==> src/rtl/rr_mux_arb.sv <==
// N-channel round-robin arbitrating mux with a one-entry registered output stage.
// Define RR_MUX_LOCK_EN to add in_last and hold the grant on one channel until end of packet.

module rr_mux_lane #(
    parameter int W = 8
) (
    input  logic         i_sel,
    input  logic [W-1:0] i_data,
    output logic [W-1:0] o_data
);
    assign o_data = i_data & {W{i_sel}};
endmodule

module rr_mux_arb #(
    parameter int N  = 4,
    parameter int W  = 8,
    parameter int SW = $clog2(N)
) (
    input  logic           i_clk,
    input  logic           i_rst_n,
    input  logic [N-1:0]   i_in_valid,
    output logic [N-1:0]   o_in_ready,
    input  logic [N*W-1:0] i_in_data,
`ifdef RR_MUX_LOCK_EN
    input  logic [N-1:0]   i_in_last,
`endif
    output logic           o_out_valid,
    input  logic           i_out_ready,
    output logic [W-1:0]   o_out_data,
    output logic [SW-1:0]  o_out_ch,
    output logic [N-1:0]   o_grant
);
    logic [SW-1:0]         r_ptr;
    logic [SW-1:0]         r_ch;
    logic                  r_vld;
    logic [W-1:0]          r_data;

    logic                  w_load;
    logic                  w_found;
    logic                  w_xfer;
    logic [SW-1:0]         w_win;
    logic [SW-1:0]         w_idx;
    logic [N-1:0]          w_grant;
    logic [N-1:0][W-1:0]   w_lane;
    logic [N-1:0][W-1:0]   w_masked;
    logic [W-1:0]          w_sel;

`ifdef RR_MUX_LOCK_EN
    logic                  r_lock;
`endif

    assign w_lane = i_in_data;
    assign w_load = !r_vld | i_out_ready;

    // Search ptr+1, ptr+2, ... with explicit wrap so non-power-of-2 N works.
    always_comb begin
        w_found = 1'b0;
        w_win   = r_ptr;
        w_idx   = r_ptr;
        for (int i = 0; i < N; i++) begin
            w_idx = (w_idx == SW'(N-1)) ? '0 : w_idx + 1'b1;
            if (!w_found && i_in_valid[w_idx]) begin
                w_found = 1'b1;
                w_win   = w_idx;
            end
        end
`ifdef RR_MUX_LOCK_EN
        // ptr always holds the locked channel since it tracks the last winner.
        if (r_lock) begin
            w_found = i_in_valid[r_ptr];
            w_win   = r_ptr;
        end
`endif
    end

    always_comb begin
        w_grant = '0;
        for (int k = 0; k < N; k++)
            w_grant[k] = w_found && (w_win == SW'(k));
    end

    for (genvar g = 0; g < N; g++) begin : g_lane
        rr_mux_lane #(.W(W)) u_lane (
            .i_sel  (w_grant[g]),
            .i_data (w_lane[g]),
            .o_data (w_masked[g])
        );
    end

    always_comb begin
        w_sel = '0;
        for (int k = 0; k < N; k++)
            w_sel = w_sel | w_masked[k];
    end

    assign w_xfer = w_found & w_load;

    always_ff @(posedge i_clk or negedge i_rst_n) begin
        if (!i_rst_n) begin
            r_vld  <= 1'b0;
            r_data <= '0;
            r_ch   <= '0;
            r_ptr  <= SW'(N-1);
        end else begin
            if (w_load)
                r_vld <= w_found;
            if (w_xfer) begin
                r_data <= w_sel;
                r_ch   <= w_win;
                r_ptr  <= w_win;
            end
        end
    end

`ifdef RR_MUX_LOCK_EN
    always_ff @(posedge i_clk or negedge i_rst_n) begin
        if (!i_rst_n)
            r_lock <= 1'b0;
        else if (w_xfer)
            r_lock <= !i_in_last[w_win];
    end
`endif

    assign o_grant     = w_grant;
    assign o_in_ready  = w_grant & {N{w_load}};
    assign o_out_valid = r_vld;
    assign o_out_data  = r_data;
    assign o_out_ch    = r_ch;
endmodule

==> config.mk <==
export PLATFORM = sky130hd
export DESIGN_NAME = rr_mux_arb
export DESIGN_NICKNAME = d
export VERILOG_FILES = /design/src/rtl/rr_mux_arb.sv
export SDC_FILE = /design/constraint.sdc
export NUM_CORES = 1
export LEC_CHECK = 0
export CAP_MARGIN = 20
export CORE_MARGIN = 2
export CORE_UTILIZATION = 38
export CTS_CLUSTER_DIAMETER = 200
export DETAILED_ROUTE_END_ITERATION = 10
export PLACE_DENSITY = 0.77
export SKIP_LAST_GASP = 1
export SLEW_MARGIN = 20
export SYNTH_ARGS = -nofsm -noshare
export SYNTH_HDL_FRONTEND = slang
export SYNTH_SLANG_ARGS = --single-unit
==> constraint.sdc <==
create_clock -name i_clk -period 2.3 [get_ports i_clk]
set_input_delay 0.23 -clock i_clk [delete_from_list [all_inputs] [get_ports i_clk]]
set_output_delay 0.23 -clock i_clk [all_outputs]
set_load 0.01 [all_outputs]
; Word-level counts from Yosys, hierarchy flattened
; Cells that the tools add are included.
[word_totals]
regBits = 13
latchBits = 0
mem_bits_rw = 0
mem_bits_ro = 0
inputBits = 39
wordCells = 61
mem_count = 0
[op_classes]
addsub = 4
n_mul = 0
div = 0
magnitude_cmp = 4
eq_ne = 7
n_shift = 0
n_mux = 20
bitwise_logic = 10
reduce_logical = 12
[ops]
columns = cell, count
row1 = 8-bit AND, 4
row2 = 8-bit bitwise OR, 3
row3 = 2-bit two-way mux, 8
row4 = "2-bit equality test, second input constant", 6
row5 = "2-bit by 3-bit less-than comparator with 1-bit output, second input constant", 4
row6 = "2-bit by 1-bit adder with 2-bit output, second input constant", 4
row7 = 1-bit binary-select mux with 2-bit select, 4
row8 = 1-bit two-way mux, 8
row9 = 1-bit logical AND, 7
row10 = 4-bit AND, 1
row11 = 1-bit zero test, 4
row12 = "2-bit by 1-bit equality test with 1-bit output, second input constant", 1
row13 = 2-bit zero test, 1
row14 = 1-bit AND, 1
row15 = 1-bit bitwise OR, 1

; Depth between registers and ports, before layout
; Gate-level depths: netlist (run 1).
[depth]
ltp_word = 20
mapped_depth = 10
depth_no_buf = 8

; Hierarchy
; Synthesis (run 1) repeated with hierarchy kept, for this count alone.
[unflattened]
hier_cells = 154
hier_area_um2 = 1199.9
[modules_own_cells]
columns = module, n_inst, cells_each, area_each_um2
row1 = rr_mux_arb, 1, 122, 999.7
row2 = rr_mux_lane, 4, 8, 50.0

; Worst setup path before layout (run 1)
; Ideal clock, no wire load.
[synth_path]
path_kind = reg-to-output
startpoint = register r_ptr[0]
endpoint = output o_grant[0]
arrival_time_ns = 2.338
setup_slack_ns = -0.268
stages_incl_launch_ff = 10
cell_sequence = dfstp_2 > ha_1 > or4b_1 > o311ai_1 > o21ai_1 > a221oi_2 > o21ai_2 > buf_2 > nor3_1 > buf_4
[synth_between]
elab_chain_len = 16
elab_cells_between_ends = 36
classes_between = add/sub (4) / eq/ne (4) / mux (20) / reduce/logical (8)
[synth_rtl]
columns = item, line
row1 = start: declaration, 33  ; logic [SW-1:0] r_ptr;
row2 = start signal: assignment, 103  ; r_ptr <= SW'(N-1);
row3 = start signal: assignment, 110  ; r_ptr <= w_win;
row4 = branches (longest 15 deep; another with 2-bit by 1-bit adder with 2-bit output), n/a
row5 = 1-bit logical AND *, 79  ; w_grant[k] = w_found && (w_win == SW'(k));
row6 = end: declaration, 31  ; output logic [N-1:0] o_grant
; Every way passes the cells marked *. The select of a mux whose other input is x is not followed.

; Worst setup path after layout (run 1)
[layout_path]
startpoint = register r_ptr[0]
endpoint = output o_in_ready[1]
[layout_between]
elab_chain_len = 17
elab_cells_between_ends = 37
classes_between = add/sub (4) / eq/ne (5) / mux (20) / bitwise (1) / reduce/logical (7)
[layout_rtl]
columns = item, line
row1 = branches (longest 15 deep; another with 2-bit by 1-bit adder with 2-bit output), n/a
row2 = 1-bit logical AND *, 79
row3 = 4-bit AND *, 125  ; assign o_in_ready = w_grant & {N{w_load}};
row4 = end: declaration, 22  ; output logic [N-1:0] o_in_ready,
; Marked as above.

==> impl_metrics.toml, run 1 <==
[placement]
placed_area_um2 = 2040
place_hpwl_mm = 2.87
post-place-ws_ns = -0.605
dpl.cell_count = 274
port_buffers = 57
gp_congestion = 0.864

[worst_hold_path]
min_path_type = "input pin to async pin"

[logic_synthesis]
async_flop_share = 1.00
synth_area_leader_cell = "dfrtp_1"
syn_inst = 161
synth_area_per_cell_um2 = 8.06
ys_ff_latch = 13
synth_area_um2 = 1300
ys.flop_type = "dfrtp_1"
ys_seq_area_frac = 0.253
yosys.area.top_type_share = 0.212
synth_fp_nets = 201
synth_edf_count = 0
yosys-top-cells-area = "dfrtp_1, nor2_1, mux2i_1"
yosysWarningCount = 0
netlist-cell-type-count = 49

[cts]
cts_tree = "built"
cts_buffers = 3
cts_buffer_depth = 2
clk_pin_slew_worst_paths_ns = 0.10
htreeDepth = 1
cts_root_buf = "clkbuf_4"
insertion_delay_ns = 0.30
cts_sinks = 13

[floorplan]
rows = 21
die_area_um2 = 3900
die_w_um = 62.4
die_h_um = 62.4
io_pins = 58
initial_utilization = 0.392
core-area_um2 = 3310

[pwr]
combinationalPowerShare = 0.848
switching_power_mw = 1.66
internal_power_mw = 2.11
power_mw = 3.76
leakagePower_nw = 0.980
pwr-share-clk = 0.041
peakVddDrop_v = 0.000829
sw_frac_of_total = 0.440
power_density_nw_per_um2 = 1690
power_frac_seq = 0.111

[sta]
fin_skew_ns = 0.0205
rsz0062_at_grt = "yes"
fin_crit_sh = 1.20
fin_crit_ns = 2.76
setup_tns_ns = -5.37
worst_pin_slew_ns = 0.666
slew_violations = 0
maxClockFrequency_mhz = 363
finalHoldViolations = 0
worst_slack_ns = -0.456
holdWs_ns = 0.325
final-setup-viol-count = 18
max-slew-margin-rel = 0.554

[grt]
grt_pass1_wl_mm = 6.38
grt_use_total = 0.206
grt_overflow_total = 0
antenna_found_initial = 0
grt_max_degree = 22
grt_pass1_vias = 1324

[routing]
finalWirelength_mm = 4.01
wl_per_cell_um = 14.1
drt_pass1_iterations = 4
avgViaCountPerCell = 5.15
drtIter0Drc = 124
num_vias = 1463
drc = 0
ant_nets = 0

[worst_setup_path]
crit_path_start_kind = "register"
cp-startpoint = "r_ptr[0]$_DFFE_PN1P_"
critical_path_class = "register to output pin"
endpoint_kind = "output pin"
required_ns = 2.07
r2r_start = "r_ptr[0]$_DFFE_PN1P_"
worstPathMaxFanout = 5
crit_arrival_ns = 2.53

[final_layout]
fillers = 279
drive_gt1_frac = 0.328
post-route-util = 0.670
diodes = 0
final_cells = 284
area_delta_synth_final_pct = 71.1
nNetsFinal = 279
postLayoutCellArea_um2 = 2220

[outcome]
outcome = "finished, violations left"
violations = "negative setup slack"

[job]
maxCapViolations = 0
-- cells by family (layout without fill, tap and decap cells) --
| group | after synthesis | after routing | share of synthesized area |
|---|---|---|---|
| adders and majority gates | 1 | 1 | 0.00964 |
| muxes | 11 | 11 | 0.0887 |
| buffers and inverters | 24 | 100 | 0.119 |
| DFF | 13 | 13 | 0.253 |
| AOI/OAI and AO/OA | 37 | 38 | 0.229 |
| and+or+nand+nor | 75 | 75 | 0.302 |
-- power by group through the flow --
stage                     Clock [mW]  Sequential (mW)  Combinational, mW
after floorplan                    0            0.467               1.84
after global placement             0            0.420               2.58
after detailed placement           0            0.421               2.59
after CTS                      0.161            0.420               2.71
after global routing           0.174            0.433               3.41
final                          0.154            0.417               3.19
-- layer usage --
| metal | track usage | vias up | wire (µm) |
|---|---|---|---|
| met3 | 0.0324 | 9 | 193 |
| met5 | 0 | - | 0 |
| met1 | 0.284 | 674 | 1840 |
| li1 | - | 730 | - |
| met4 | 0.0833 | 0 | 103 |
| met2 | 0.321 | 50 | 1880 |
-- registers in the layout, summed over array words and instances, names as in the netlist --
signal,flops
o_out_data,8
o_out_ch,2
r_ptr,2
o_out_valid,1
-- worst paths after layout --
check                                       endpoint  slack (ns)  cells past startpoint
min in group i_clk         o_out_data[0]$_DFFE_PN0P_        0.50                      2
setup / recovery                       o_in_ready[1]       -0.46                     10
hold reg to reg            o_out_data[0]$_DFFE_PN0P_        0.50                      2
hold / removal             o_out_data[2]$_DFFE_PN0P_        0.32                      1
setup reg to reg           o_out_data[3]$_DFFE_PN0P_       -0.28                     10
max in group asynchronous  o_out_data[4]$_DFFE_PN0P_        1.52                      1
-- critical path: stages, from the launching register on --
cell and delay, ns:
dfstp_2 0.56, ha_4 0.21, or4b_4 0.49, o311ai_4 0.09, o21ai_2 0.08, a221oi_2 0.23, buf_4 0.17, o21ai_4 0.08
buf_6 0.16, nor2_4 0.07, buf_6 0.10
-- cell type report --
cell class	count	area, µm²	share of cell area
multi-input cells	125	950	0.428
flip-flops and latches	13	328	0.148
well taps	46	57.6	0.0259
repair buffers	91	840	0.378
clock buffers	4	26.3	0.0118
inverters	5	18.8	0.00846
-- synthesized netlist by cell type, types with 2 or more instances --
master / count
a2111oi_1: 3
nand2_1: 18
nor3b_1: 2
inv_1: 5
mux2i_1: 7
nor2_1: 23
o21ai_0: 10
buf_6: 3
or4b_1: 2
nor3_1: 4
mux2_2: 4
dfrtp_1: 11
a21oi_1: 2
nand3_1: 6
buf_2: 8
clkbuf_1: 3
and3_1: 5
nand2b_1: 3
o21a_1: 2
buf_4: 4
or2_2: 2
nor2b_1: 3
dfstp_2: 2
o211a_1: 4
-- repair_timing --
item,in CTS,in global routing
setup buffers,2,3
gates cloned,1,1
setup endpoints to repair,18,20
gates resized for setup,46,19
hold buffers,0,0
hold endpoints to repair,0,0
pin swaps,17,7
-- placed cells by master, fill, tap and decap left out, drive strengths merged, types with 2 or more instances in the layout --
cell type,instances
clkdlybuf4s50,49
buf,41
nor2,23
nand2,19
o21ai,13
dfrtp,11
mux2i,7
nand3,6
inv,5
and3,5
clkbuf,5
o211a,4
nor3,4
mux2,4
nand2b,3
a2111oi,3
nor2b,3
or2,2
o21a,2
dfstp,2
or4b,2
a21oi,2
nor3b,2
a211oi,2
a31o,2
No activity file was read; power rests on OpenSTA's default activity.
==> run 2: changes to the inputs <==
- CORE_UTILIZATION: 38 -> 30
- PLACE_DENSITY: 0.77 -> 0.61
- clock period: 2.3 -> 2.65 ns (I/O delays scaled with it)
==> run 2 against run 1 <==
- critical path type unchanged
- combinational power decreased by 3%
- global-route usage decreased by 1.5 points
- critical path depth unchanged
- sequential cell count unchanged
- the flow still finishes with violations (negative setup slack)
- clock skew decreased by 0.019 ns
- sequential power decreased by 13%
- die area increased by 25%
- sequential share of layout area decreased by 0.58 points
==> impl_metrics.toml, run 2 (synthesized netlist as in run 1, its figures left out) <==
[floorplan]
io_pins = 58
rows = 23
die_w_um = 69.8
die_area_um2 = 4870
die_h_um = 69.8
core-area_um2 = 4090
initial_utilization = 0.318

[placement]
gp_congestion = 0.735
placed_area_um2 = 2000
port_buffers = 57
place_hpwl_mm = 3.20

[grt]
grt_use_total = 0.191
grt_pass1_wl_mm = 7.50
antenna_found_initial = 0
grt_max_degree = 22
use_met2 = 0.324
grt_use_met3 = 0.0480
grt_pass1_vias = 1653
grt_overflow_total = 0
grt.busiest_layer = "met2"
use_met1 = 0.212

[cts]
cts_hold_buffers = 0
cts_buffers = 3
htreeDepth = 1
clk_pin_slew_worst_paths_ns = 0.06
cts_tree = "built"
cts_root_buf = "clkbuf_8"
insertion_delay_ns = 0.24
cts_sinks = 13
cts_buffer_depth = 2

[routing]
finalWirelength_mm = 4.51
wl_per_cell_um = 15.5
drt_pass1_iterations = 4
avgViaCountPerCell = 5.16
drc = 0
ant_nets = 0
num_vias = 1508
drtIter0Drc = 78

[sta]
finalHoldViolations = 0
rsz0062_at_grt = "yes"
final-setup-viol-count = 9
worst_slack_ns = -0.186
slew_violations = 0
fin_skew_ns = 0.00169
fin_crit_sh = 1.07
setup_tns_ns = -1.18
max-slew-margin-rel = 0.557
fin_crit_ns = 2.84
maxClockFrequency_mhz = 353
worst_pin_slew_ns = 0.662

[worst_setup_path]
critical_path_class = "register to output pin"
required_ns = 2.38
crit_slowest_cell = "dfstp_2"
rrSetupSlack_ns = 0
worstPathCellList = "ha_4 > or4b_4 > o311ai_4 > o21ai_2 > a221oi_2 > buf_4 > o21ai_4 > buf_6 > nor2_1 > buf_2"
crit_arrival_ns = 2.57
endpoint_kind = "output pin"
critical_path.max_stage_delay_ns = 0.56
crit_path_start_kind = "register"
r2r_start = "r_ptr[0]$_DFFE_PN1P_"
reg2reg_to = "o_out_data[4]$_DFFE_PN0P_"
worstPathMaxFanout = 5
reg2reg_depth = 11

[final_layout]
diodes = 0
multiInputGateArea_um2 = 991
fillers = 382
final_cell_mix = "clkdlybuf4s50_1, buf_4, nor2_1"
nNetsFinal = 283
final_common_cell = "clkdlybuf4s50_1"
largest_reg_flops = 8
postLayoutCellArea_um2 = 2310
area_delta_synth_final_pct = 78.0
drive_gt1_frac = 0.355
register_area_um2 = 328

[pwr]
combinationalPowerShare = 0.849
leakagePower_nw = 1.01
switching_power_mw = 1.56
internal_power_mw = 2.07
power_density_nw_per_um2 = 1570
power_frac_seq = 0.100
peakVddDrop_v = 0.000660
pwr-share-clk = 0.051
sw_frac_of_total = 0.429

[outcome]
outcome = "finished, violations left"
violations = "negative setup slack"

[worst_hold_path]
min_path_type = "input pin to async pin"

[job]
maxCapViolations = 0
[run 2: cell types whose count changed in the layout (fill, tap and decap cells not counted), sizes merged]
| cell | previous run | this run |
|---|---|---|
| buf | 41 | 45 |
[run 2: power groups by stage]
stage | Sequential, mW | Clock [mW] | Combinational, mW
CTS | 0.364 | 0.191 | 2.57
global route | 0.378 | 0.206 | 3.31
floorplan | 0.398 | 0 | 1.48
finish | 0.364 | 0.184 | 3.08
detailed placement | 0.359 | 0 | 2.25
global placement | 0.354 | 0 | 2.22
[run 2: worst max-delay path by stage]
stage | to | depth (start not counted) | start
after floorplan | o_grant[0] | 9 | r_ptr[0]$_DFFE_PN1P_
after global placement | o_in_ready[1] | 9 | r_ptr[0]$_DFFE_PN1P_
after detailed placement | o_in_ready[1] | 9 | r_ptr[1]$_DFFE_PN1P_
after CTS | o_in_ready[1] | 10 | r_ptr[0]$_DFFE_PN1P_
after global routing | o_in_ready[1] | 10 | r_ptr[0]$_DFFE_PN1P_
final | o_in_ready[1] | 10 | r_ptr[0]$_DFFE_PN1P_
[run 2: through the flow]
stage | utilization | power, mW | hold WS, ns | instances | setup slack [ns]
2_1_floorplan | - | 1.88 | -0.0306 | 161 | 0.0466
3_3_place_gp | 0.489 | 2.58 | 0.466 | 276 | -0.356
3_5_place_dp | 0.489 | 2.61 | 0.479 | 276 | -0.404
4_1_cts | 0.524 | 3.12 | 0.442 | 286 | -0.187
5_1_grt | 0.565 | 3.89 | 0.472 | 292 | -0.275
6_report | 0.565 | 3.63 | 0.424 | 292 | -0.186
[run 2: timing repair]
item | 4_1_cts | 5_1_grt
buffers inserted | 4 | 6
endpoints found under the setup margin | 16 | 18
pin swaps | 10 | 10
gates cloned | 2 | 1
resized for setup | 48 | 30
[run 2: per-layer routing]
| metal | vias to the layer above | share of wire | wire, µm |
|---|---|---|---|
| met1 | 709 | 0.42 | 1880 |
| met2 | 54 | 0.50 | 2260 |
| met5 | - | 0 | 0 |
| li1 | 735 | - | - |
| met4 | 0 | 0.021 | 94 |
| met3 | 10 | 0.061 | 277 |
[run 2: layout make-up]
class | count | area share
Timing Repair Buffer | 95 | 0.374
Tap cell | 50 | 0.0271
Inverter | 5 | 0.00813
Multi-Input combinational cell | 125 | 0.429
Sequential cell | 13 | 0.142
Clock buffer | 4 | 0.0195
[run 2: worst max-delay path, delay by kind of cell, from the launching register on]
kind	cells	cell delay (ns)
compound gates	4	0.54
buf+inv	3	0.45
simple gates	2	0.57
flops	1	0.56
fa+ha+maj	1	0.21
==> run 3: changes to the inputs <==
- CORE_UTILIZATION: 30 -> 38
- PLACE_DENSITY: 0.61 -> 0.77
- clock period: 2.65 -> 2.4 ns (I/O delays scaled with it)
==> run 3 against run 2 <==
- the flow still finishes with violations (negative setup slack)
- sequential power grew 11%
- total power grew 9.2%
- wire length shrank 5.0%
- critical path type unchanged
==> impl_metrics.toml, run 3 (synthesized netlist as in run 1, its figures left out) <==
[sta]
worst_pin_slew_ns = 0.631
fin_crit_ns = 2.93
finalHoldViolations = 0
slew_violations = 0
holdWs_ns = 0.344
fin_skew_ns = 0.00461
max-slew-margin-rel = 0.578
maxClockFrequency_mhz = 341
worst_slack_ns = -0.531
fin_crit_sh = 1.22
rsz0062_at_grt = "yes"
setup_tns_ns = -5.50
final-setup-viol-count = 18

[placement]
post-place-ws_ns = -0.597
place_hpwl_mm = 2.98
gp_congestion = 0.875
port_buffers = 57

[routing]
drt_pass1_iterations = 4
finalWirelength_mm = 4.29
avgViaCountPerCell = 5.28
wl_per_cell_um = 14.8
drc = 0
num_vias = 1532
ant_nets = 0
drtIter0Drc = 115

[cts]
clk_pin_slew_worst_paths_ns = 0.09
cts_buffer_depth = 2
insertion_delay_ns = 0.28
cts_buffers = 3
cts_tree = "built"
cts_hold_buffers = 0
htreeDepth = 1
cts_root_buf = "clkbuf_4"
cts_sinks = 13

[floorplan]
die_area_um2 = 3900
die_w_um = 62.4
io_pins = 58
core-area_um2 = 3310
die_h_um = 62.4
rows = 21
initial_utilization = 0.392

[grt]
antenna_found_initial = 0
grt_use_total = 0.217
grt_overflow_total = 0
grt_pass1_vias = 1441
grt_max_degree = 22
grt_pass1_wl_mm = 6.81

[worst_hold_path]
min_path_type = "input pin to async pin"

[pwr]
peakVddDrop_v = 0.00104
power_density_nw_per_um2 = 1710
leakagePower_nw = 1.01

[final_layout]
nNetsFinal = 285
diodes = 0
area_delta_synth_final_pct = 78.2
drive_gt1_frac = 0.352
final_cell_mix = "clkdlybuf4s50_1, buf_4, nor2_1"
largest_reg_flops = 8
post-route-util = 0.698
final_common_cell = "clkdlybuf4s50_1"

[job]
maxCapViolations = 0

[worst_setup_path]
crit_arrival_ns = 2.69
critical_path_class = "register to output pin"
crit_path_start_kind = "register"
worstPathMaxFanout = 5
endpoint_kind = "output pin"
required_ns = 2.16

[outcome]
outcome = "finished, violations left"
violations = "negative setup slack"
==> run 3: final cells by class <==
class	instances	area, µm²
Timing Repair Buffer	97	891
Tap cell	46	57.6
Multi-Input combinational cell	125	991
Fill cell	270	998
Clock buffer	4	26.3
Sequential cell	13	328
Inverter	5	18.8
==> run 3: report_power, final <==
part,internal (mW),switching (mW)
logic,1.84,1.58
registers,0.339,0.0650
clock network,0.0644,0.0763
==> run 3: what timing repair did <==
item / 4_1_cts / 5_1_grt
resized for setup: 60 / 17
hold endpoints to repair: 0 / 0
buffers inserted: 8 / 4
pin swaps: 14 / 5
setup endpoints to repair: 18 / 18
cloned: 1 / 0
==> run 3: final timing paths <==
check / cells after the start / slack [ns] / startpoint / to
worst max-delay path: 10 / -0.53 / r_ptr[0]$_DFFE_PN1P_ / o_grant[0]
min in group i_clk: 2 / 0.49 / o_out_data[6]$_DFFE_PN0P_ / o_out_data[6]$_DFFE_PN0P_
worst min-delay path: 1 / 0.34 / i_rst_n / o_out_data[0]$_DFFE_PN0P_
worst min register to register: 2 / 0.49 / o_out_data[6]$_DFFE_PN0P_ / o_out_data[6]$_DFFE_PN0P_
max in group asynchronous: 1 / 1.65 / i_rst_n / o_out_ch[1]$_DFFE_PN0P_
worst max register to register: 11 / -0.30 / r_ptr[0]$_DFFE_PN1P_ / o_out_data[7]$_DFFE_PN0P_
==> run 3: worst max-delay path, cell delays in order, from the launching register on <==
cell	delay, ns
dfstp_2	0.56
ha_4	0.21
or4b_4	0.49
o311ai_4	0.10
o21ai_2	0.10
a221oi_2	0.27
buf_4	0.17
o21ai_4	0.07
buf_6	0.15
nor3_4	0.13
buf_2	0.15
==> run 3: metrics by stage <==
stage               area (µm²)  cells  power [mW]
floorplan                 1340    161        2.18
global placement          2050    274        2.91
detailed placement        2050    274        2.94
CTS                       2210    287        3.56
global route              2310    290        4.23
finish                    2310    290        3.96
==> run 3: layer usage <==
metal  track usage  share of wire  vias up
li1              -              -      741
met1         0.291           0.45      744
met2         0.360           0.50       45
met3        0.0324          0.045        2
met4        0.0667         0.0051        0
met5             0              0        -
